$ cat src/rtl/tdm_slot_timer_if.sv
// Bus bundle for the TDM slot sequencer.
//
// Purpose: groups the control, configuration and status signals of
// tdm_slot_timer so one handle connects the controller to the sequencer.
//
// Handshake semantics: there is no valid/ready pair on this bus.
//   - start is a level that is sampled only while the sequencer is idle.
//     It has no acknowledge. The controller sees acceptance as busy going
//     high one cycle later.
//   - stop is a level that is sampled every cycle. It wins over start.
//   - cfg_we/cfg_ch/cfg_len is a fire-and-forget write. It is accepted in
//     every cycle in which cfg_we is high.
//
// Signals (direction as seen by the sequencer, modport slave):
//   start, stop          in   frame control
//   cfg_we, cfg_ch,      in   slot-length table write port
//   cfg_len
//   busy                 out  sequencer is running a frame
//   slot                 out  active channel index
//   count                out  remaining count in the current slot
//   slot_start           out  first cycle of a slot
//   slot_tc              out  terminal cycle of a slot
//   frame_done           out  terminal cycle of the last channel
//   state                out  debug view of the FSM (0 = IDLE, 1 = RUN)
interface tdm_slot_timer_if #(
  parameter int N_CH  = 4,
  parameter int CNT_W = 8
);
  localparam int CH_W = (N_CH > 1) ? $clog2(N_CH) : 1;

  logic              start;
  logic              stop;
  logic              cfg_we;
  logic [CH_W-1:0]   cfg_ch;
  logic [CNT_W-1:0]  cfg_len;
  logic              busy;
  logic [CH_W-1:0]   slot;
  logic [CNT_W-1:0]  count;
  logic              slot_start;
  logic              slot_tc;
  logic              frame_done;
  logic              state;

  modport master (
    output start, stop, cfg_we, cfg_ch, cfg_len,
    input  busy, slot, count, slot_start, slot_tc, frame_done, state
  );

  modport slave (
    input  start, stop, cfg_we, cfg_ch, cfg_len,
    output busy, slot, count, slot_start, slot_tc, frame_done, state
  );
endinterface

$ cat src/rtl/tdm_slot_timer.sv
// Multi-channel TDM slot sequencer.
//
// Purpose: holds a programmable length for each channel. It walks through
// channels 0..N_CH-1 and counts each slot down to zero. It flags slot start,
// slot terminal cycle and frame end for the downstream burst muxes.
//
// Ports:
//   clk    in   rising-edge clock
//   rst_n  in   asynchronous active-low reset. It also restores the length
//               table to DEFAULT_LEN.
//   bus    slave modport of tdm_slot_timer_if (control, config, status)
//
// Every status output is a register, or a decode of registers only
// (slot_tc, frame_done). No input reaches an output combinationally.
module tdm_slot_timer #(
  parameter int N_CH         = 4,
  parameter int CNT_W        = 8,
  parameter int DEFAULT_LEN  = 255,
  parameter bit AUTO_RESTART = 1'b1
) (
  input  logic                 clk,
  input  logic                 rst_n,
  tdm_slot_timer_if.slave      bus
);
  localparam int CH_W = (N_CH > 1) ? $clog2(N_CH) : 1;
  localparam logic [CH_W-1:0]  LAST_CH = CH_W'(N_CH - 1);
  localparam logic [CNT_W-1:0] DEF_LEN = CNT_W'(DEFAULT_LEN);

  typedef enum logic {
    IDLE = 1'b0,
    RUN  = 1'b1
  } state_e;

  state_e            state_q, state_d;
  logic [CH_W-1:0]   slot_q, slot_d;
  logic [CNT_W-1:0]  count_q, count_d;
  logic              slot_start_q, slot_start_d;
  logic [CNT_W-1:0]  len_q [N_CH];

  logic [CH_W-1:0]   next_slot;
  logic              cfg_hit;

  assign next_slot = slot_q + 1'b1;
  // Writes to channel indices beyond the table are dropped.
  assign cfg_hit   = bus.cfg_we && (int'(bus.cfg_ch) < N_CH);

  // Next-state logic. Reloads read len_q, which is the pre-write value.
  // A config write in the same cycle as a reload therefore only affects
  // the next load of that channel.
  always_comb begin
    state_d      = state_q;
    slot_d       = slot_q;
    count_d      = count_q;
    slot_start_d = 1'b0;
    case (state_q)
      IDLE: begin
        if (bus.start && !bus.stop) begin
          state_d      = RUN;
          slot_d       = '0;
          count_d      = len_q[0];
          slot_start_d = 1'b1;
        end
      end
      RUN: begin
        if (bus.stop) begin
          state_d = IDLE;
          slot_d  = '0;
          count_d = '0;
        end else if (count_q != '0) begin
          count_d = count_q - 1'b1;
        end else if (slot_q != LAST_CH) begin
          slot_d       = next_slot;
          count_d      = len_q[next_slot];
          slot_start_d = 1'b1;
        end else if (AUTO_RESTART) begin
          // Back-to-back frames. Channel 0 starts in the cycle right
          // after frame_done.
          slot_d       = '0;
          count_d      = len_q[0];
          slot_start_d = 1'b1;
        end else begin
          state_d = IDLE;
          slot_d  = '0;
          count_d = '0;
        end
      end
      default: begin
        state_d = IDLE;
        slot_d  = '0;
        count_d = '0;
      end
    endcase
  end

  always_ff @(posedge clk or negedge rst_n) begin
    if (!rst_n) begin
      state_q      <= IDLE;
      slot_q       <= '0;
      count_q      <= '0;
      slot_start_q <= 1'b0;
      for (int i = 0; i < N_CH; i++) begin
        len_q[i] <= DEF_LEN;
      end
    end else begin
      state_q      <= state_d;
      slot_q       <= slot_d;
      count_q      <= count_d;
      slot_start_q <= slot_start_d;
      if (cfg_hit) begin
        len_q[bus.cfg_ch] <= bus.cfg_len;
      end
    end
  end

  assign bus.busy       = (state_q == RUN);
  assign bus.slot       = slot_q;
  assign bus.count      = count_q;
  assign bus.slot_start = slot_start_q;
  assign bus.slot_tc    = (state_q == RUN) && (count_q == '0);
  assign bus.frame_done = (state_q == RUN) && (count_q == '0) && (slot_q == LAST_CH);
  assign bus.state      = state_q;
endmodule
$ cat src/flat_wrapper.sv
// flat-port wrapper written by rule: the top's interface ports become plain ports
module tdm_slot_timer_flat 
#(
  parameter int N_CH         = 4,
  parameter int CNT_W        = 8,
  parameter int DEFAULT_LEN  = 255,
  parameter bit AUTO_RESTART = 1'b1
)
  (clk, rst_n, bus_start, bus_stop, bus_cfg_we, bus_cfg_ch, bus_cfg_len, bus_busy, bus_slot, bus_count, bus_slot_start, bus_slot_tc, bus_frame_done, bus_state);
  tdm_slot_timer_if #(.N_CH(N_CH), .CNT_W(CNT_W)) bus_i ();
  input  logic clk;
  input  logic rst_n;
  input wire logic [$bits(bus_i.start)-1:0] bus_start;
  input wire logic [$bits(bus_i.stop)-1:0] bus_stop;
  input wire logic [$bits(bus_i.cfg_we)-1:0] bus_cfg_we;
  input wire logic [$bits(bus_i.cfg_ch)-1:0] bus_cfg_ch;
  input wire logic [$bits(bus_i.cfg_len)-1:0] bus_cfg_len;
  output wire logic [$bits(bus_i.busy)-1:0] bus_busy;
  output wire logic [$bits(bus_i.slot)-1:0] bus_slot;
  output wire logic [$bits(bus_i.count)-1:0] bus_count;
  output wire logic [$bits(bus_i.slot_start)-1:0] bus_slot_start;
  output wire logic [$bits(bus_i.slot_tc)-1:0] bus_slot_tc;
  output wire logic [$bits(bus_i.frame_done)-1:0] bus_frame_done;
  output wire logic [$bits(bus_i.state)-1:0] bus_state;
  assign bus_i.start = bus_start;
  assign bus_i.stop = bus_stop;
  assign bus_i.cfg_we = bus_cfg_we;
  assign bus_i.cfg_ch = bus_cfg_ch;
  assign bus_i.cfg_len = bus_cfg_len;
  assign bus_busy = bus_i.busy;
  assign bus_slot = bus_i.slot;
  assign bus_count = bus_i.count;
  assign bus_slot_start = bus_i.slot_start;
  assign bus_slot_tc = bus_i.slot_tc;
  assign bus_frame_done = bus_i.frame_done;
  assign bus_state = bus_i.state;
  tdm_slot_timer #(.N_CH(N_CH), .CNT_W(CNT_W), .DEFAULT_LEN(DEFAULT_LEN), .AUTO_RESTART(AUTO_RESTART)) u_core (.clk(clk), .rst_n(rst_n), .bus(bus_i));
endmodule
$ cat config.mk
export PLATFORM = sky130hd
export DESIGN_NAME = tdm_slot_timer_flat
export DESIGN_NICKNAME = d
export VERILOG_FILES = /design/src/rtl/tdm_slot_timer_if.sv /design/src/rtl/tdm_slot_timer.sv /design/src/flat_wrapper.sv
export SDC_FILE = /design/constraint.sdc
export NUM_CORES = 1
export LEC_CHECK = 0
export ABC_AREA = 1
export BUFFER_PORTS_ARGS = -buffer_cell sky130_fd_sc_hd__buf_2
export CORE_MARGIN = 3
export CORE_UTILIZATION = 30
export CTS_CLUSTER_DIAMETER = 40
export DETAILED_ROUTE_END_ITERATION = 10
export PLACE_DENSITY_LB_ADDON = 0.15
export SLEW_MARGIN = 15
export SYNTH_ARGS = -nofsm -noshare
export SYNTH_HDL_FRONTEND = slang
export SYNTH_SLANG_ARGS = --single-unit
$ cat constraint.sdc
create_clock -name clk -period 2.6 [get_ports clk]
set_clock_uncertainty 0.2 [all_clocks]
set_input_delay 0.52 -clock clk [delete_from_list [all_inputs] [get_ports clk]]
set_output_delay 0.52 -clock clk [all_outputs]
set_load 0.01 [all_outputs]
==> metrics <==
status=complete, no violations; peak supply drop=253.0 uV; Initial Utilization=31.63%; I/O pin cnt=30; worst setup margin=172.8 ps; R2R Setup Slk=570 ps; Worst Hold Class=in2async; actual slew at the worst max-slew pin=670.0 ps; Multi-input gate area=0.001037 mm2; n_diodes=0; RSZ-0062 raised after global routing=no; CTS Hold Buffers Added=0; Min Clock Period, post-route=2427 ps; WP data arrival=1710 ps; hold_ws=51.72 ps; count of pins over their slew limit=0; max-cap violations=0; Power Density=671.2 mW/mm2; Nets=357; die area=0.008909 mm2; largest net degree at the start of global routing=30; cell area after synthesis=0.002343 mm2; TritonCTS Buffers=5; Post-DP Area=0.002594 mm2; H-Tree Depth=2; CTS Buffer Depth=2; post-synth cell types=25; initial antenna violation count=0; WL/cell=13.25 um; CP Launch Type=flop; Clk pin slew, worst setup/hold paths=90 ps; Avg Inst Size Synth=7.609 um2; hpwl dp=4329 um; Fin. Hold Viols=0; post-route cell area=0.002699 mm2; number of detailed-route iterations in the first pass=4; GRT Resource Usage Total=13.97%; Final setup viols=0; Final period util=93.35%; Synthesis Warnings=0; detailed-route wire length=5817 um; Post-DRT Antenna Nets=0; DR vias/cell=4.633; die height=94.39 um; area of the core=0.007408 mm2; peak fanout along the critical path=14; layout cell share with drive strength beyond 1=23.82%; Mapped Cells=308; Synth Net Count=326; Register Area=0.001141 mm2; f_max=412.0 MHz; Relative slew margins=55.33%; clk_lat worst skew=300 ps; initial DRC count=92; Clock Tree Root=clkbuf_8; post-synthesis sequential area ratio=48.69%; Sink Count=44; post-CTS setup buffers=0; P&R area growth vs syn=15.16%; pre-CTS WS=497.4 ps; DR vias=2034; Port Buffers=29; WP data required=1880 ps; Site Rows=31; Post-route DRC=0; synthesis-stage register bit count=44; fin util=36.43%; GR Overflow Total=0; Leakage=1.296 nW; first-pass GRT wire length=9749 um; Setup CP Type=reg2out; vias in the first global route=1916; GP Congestion=0.7485; Fill cells=780; Critical Path Sink Type=output port; CTS tree=done; post-cts repair resize count=0; Sum Neg Setup Slack=0 ps; die width=94.39 um
-- per-stage QoR --
stage	cells	total power, mW
CTS	439	1.839
floorplan	308	1.191
finish	439	1.811
global placement	431	1.328
detailed placement	431	1.335
global route	439	1.942
-- cell families after synthesis --
family	after synthesis	synth area share, %
DFF	44	48.69
xor gates and xnor gates	1	0.3738
and+or+nand+nor	146	26.05
AOI/OAI and AO/OA	74	16.23
buffers and inverters	40	7.047
adders and majority gates	3	1.602
-- path summary, 6_finish.rpt --
kind | start | endpoint | cells past startpoint
max | u_core.bus.count[0] | bus_frame_done | 7
min in group clk | u_core.len_q[7] | u_core.len_q[7] | 2
min | rst_n | u_core.bus.count[2] | 1
max in group asynchronous | rst_n | u_core.len_q[20] | 2
min reg2reg | u_core.len_q[7] | u_core.len_q[7] | 2
max reg2reg | u_core.bus.slot[1] | u_core.bus.count[7] | 8
-- registers in the layout, indices dropped and copies added (netlist names) --
name / cells
u_core.len_q: 32
u_core.bus.count: 8
u_core.bus.slot: 2
u_core.bus.busy: 1
u_core.bus.slot_start: 1
-- critical path, cell delays in order, from the launching register on --
cell     delay, ps
dfrtp_1        420
inv_1          140
ha_1           180
nand2_1         60
nor2_1         170
nand2_4        150
nor3_1         140
buf_2          150
-- synth_stat cells (all sizes together) --
library cell	number	share of area, %
a21oi	15	3.5
buf	5	1.4
clkbuf	4	0.64
clkinv	1	0.16
dfrtp	12	13
dfstp	32	36
ha	3	1.6
inv	30	4.8
nand2	83	14
nand3	23	4.9
nand3b	2	0.64
nand4	1	0.27
nor2	36	6.3
nor3	1	0.21
o21ai	58	12
o31ai	1	0.32
xnor2	1	0.37
-- metal layers --
metal	part of all wire [%]	GRT usage, %	vias up
li1	-	-	1054
met1	51	19.81	935
met5	0	0	-
met3	4.4	2.709	2
met4	0.40	3.249	0
met2	44	22.04	43
-- cell usage in the layout (no fill, tap or decap) --
cell type,Yosys,final
a21oi_1,13,13
inv_4,0,1
nand3_1,23,23
nor2_1,33,33
o31ai_1,1,1
nor3_1,1,1
nand2_1,81,81
nor2_4,1,1
nor2_2,2,2
clkbuf_16,0,1
xnor2_1,1,1
buf_2,3,29
clkinv_2,0,1
buf_4,1,4
clkinv_1,1,1
nand2_4,1,1
dfstp_2,32,32
nand3b_1,2,2
clkbuf_8,0,5
nand2_2,1,1
o21ai_0,58,58
ha_1,3,3
a21oi_2,2,2
dfrtp_1,12,12
nand4_1,1,1
inv_1,29,29
inv_2,1,1
-- final cells by class --
class                      count  share of cell area (%)
inverter                      31                   4.312
tap                           99                   4.590
clock buffer                   6                   3.477
clock inverter                 2                  0.4172
multi-input combinational    224                   38.43
sequential                    44                   42.28
timing repair buffer          33                   6.490
-- power breakdown --
part / leakage [nW] / switching (mW) / internal, mW
clock: 0.0566 / 0.248 / 0.247
combinational: 0.753 / 0.236 / 0.143
sequential: 0.486 / 0.0902 / 0.848
total: 1.30 / 0.574 / 1.24
(Power assumes the default switching activity.)
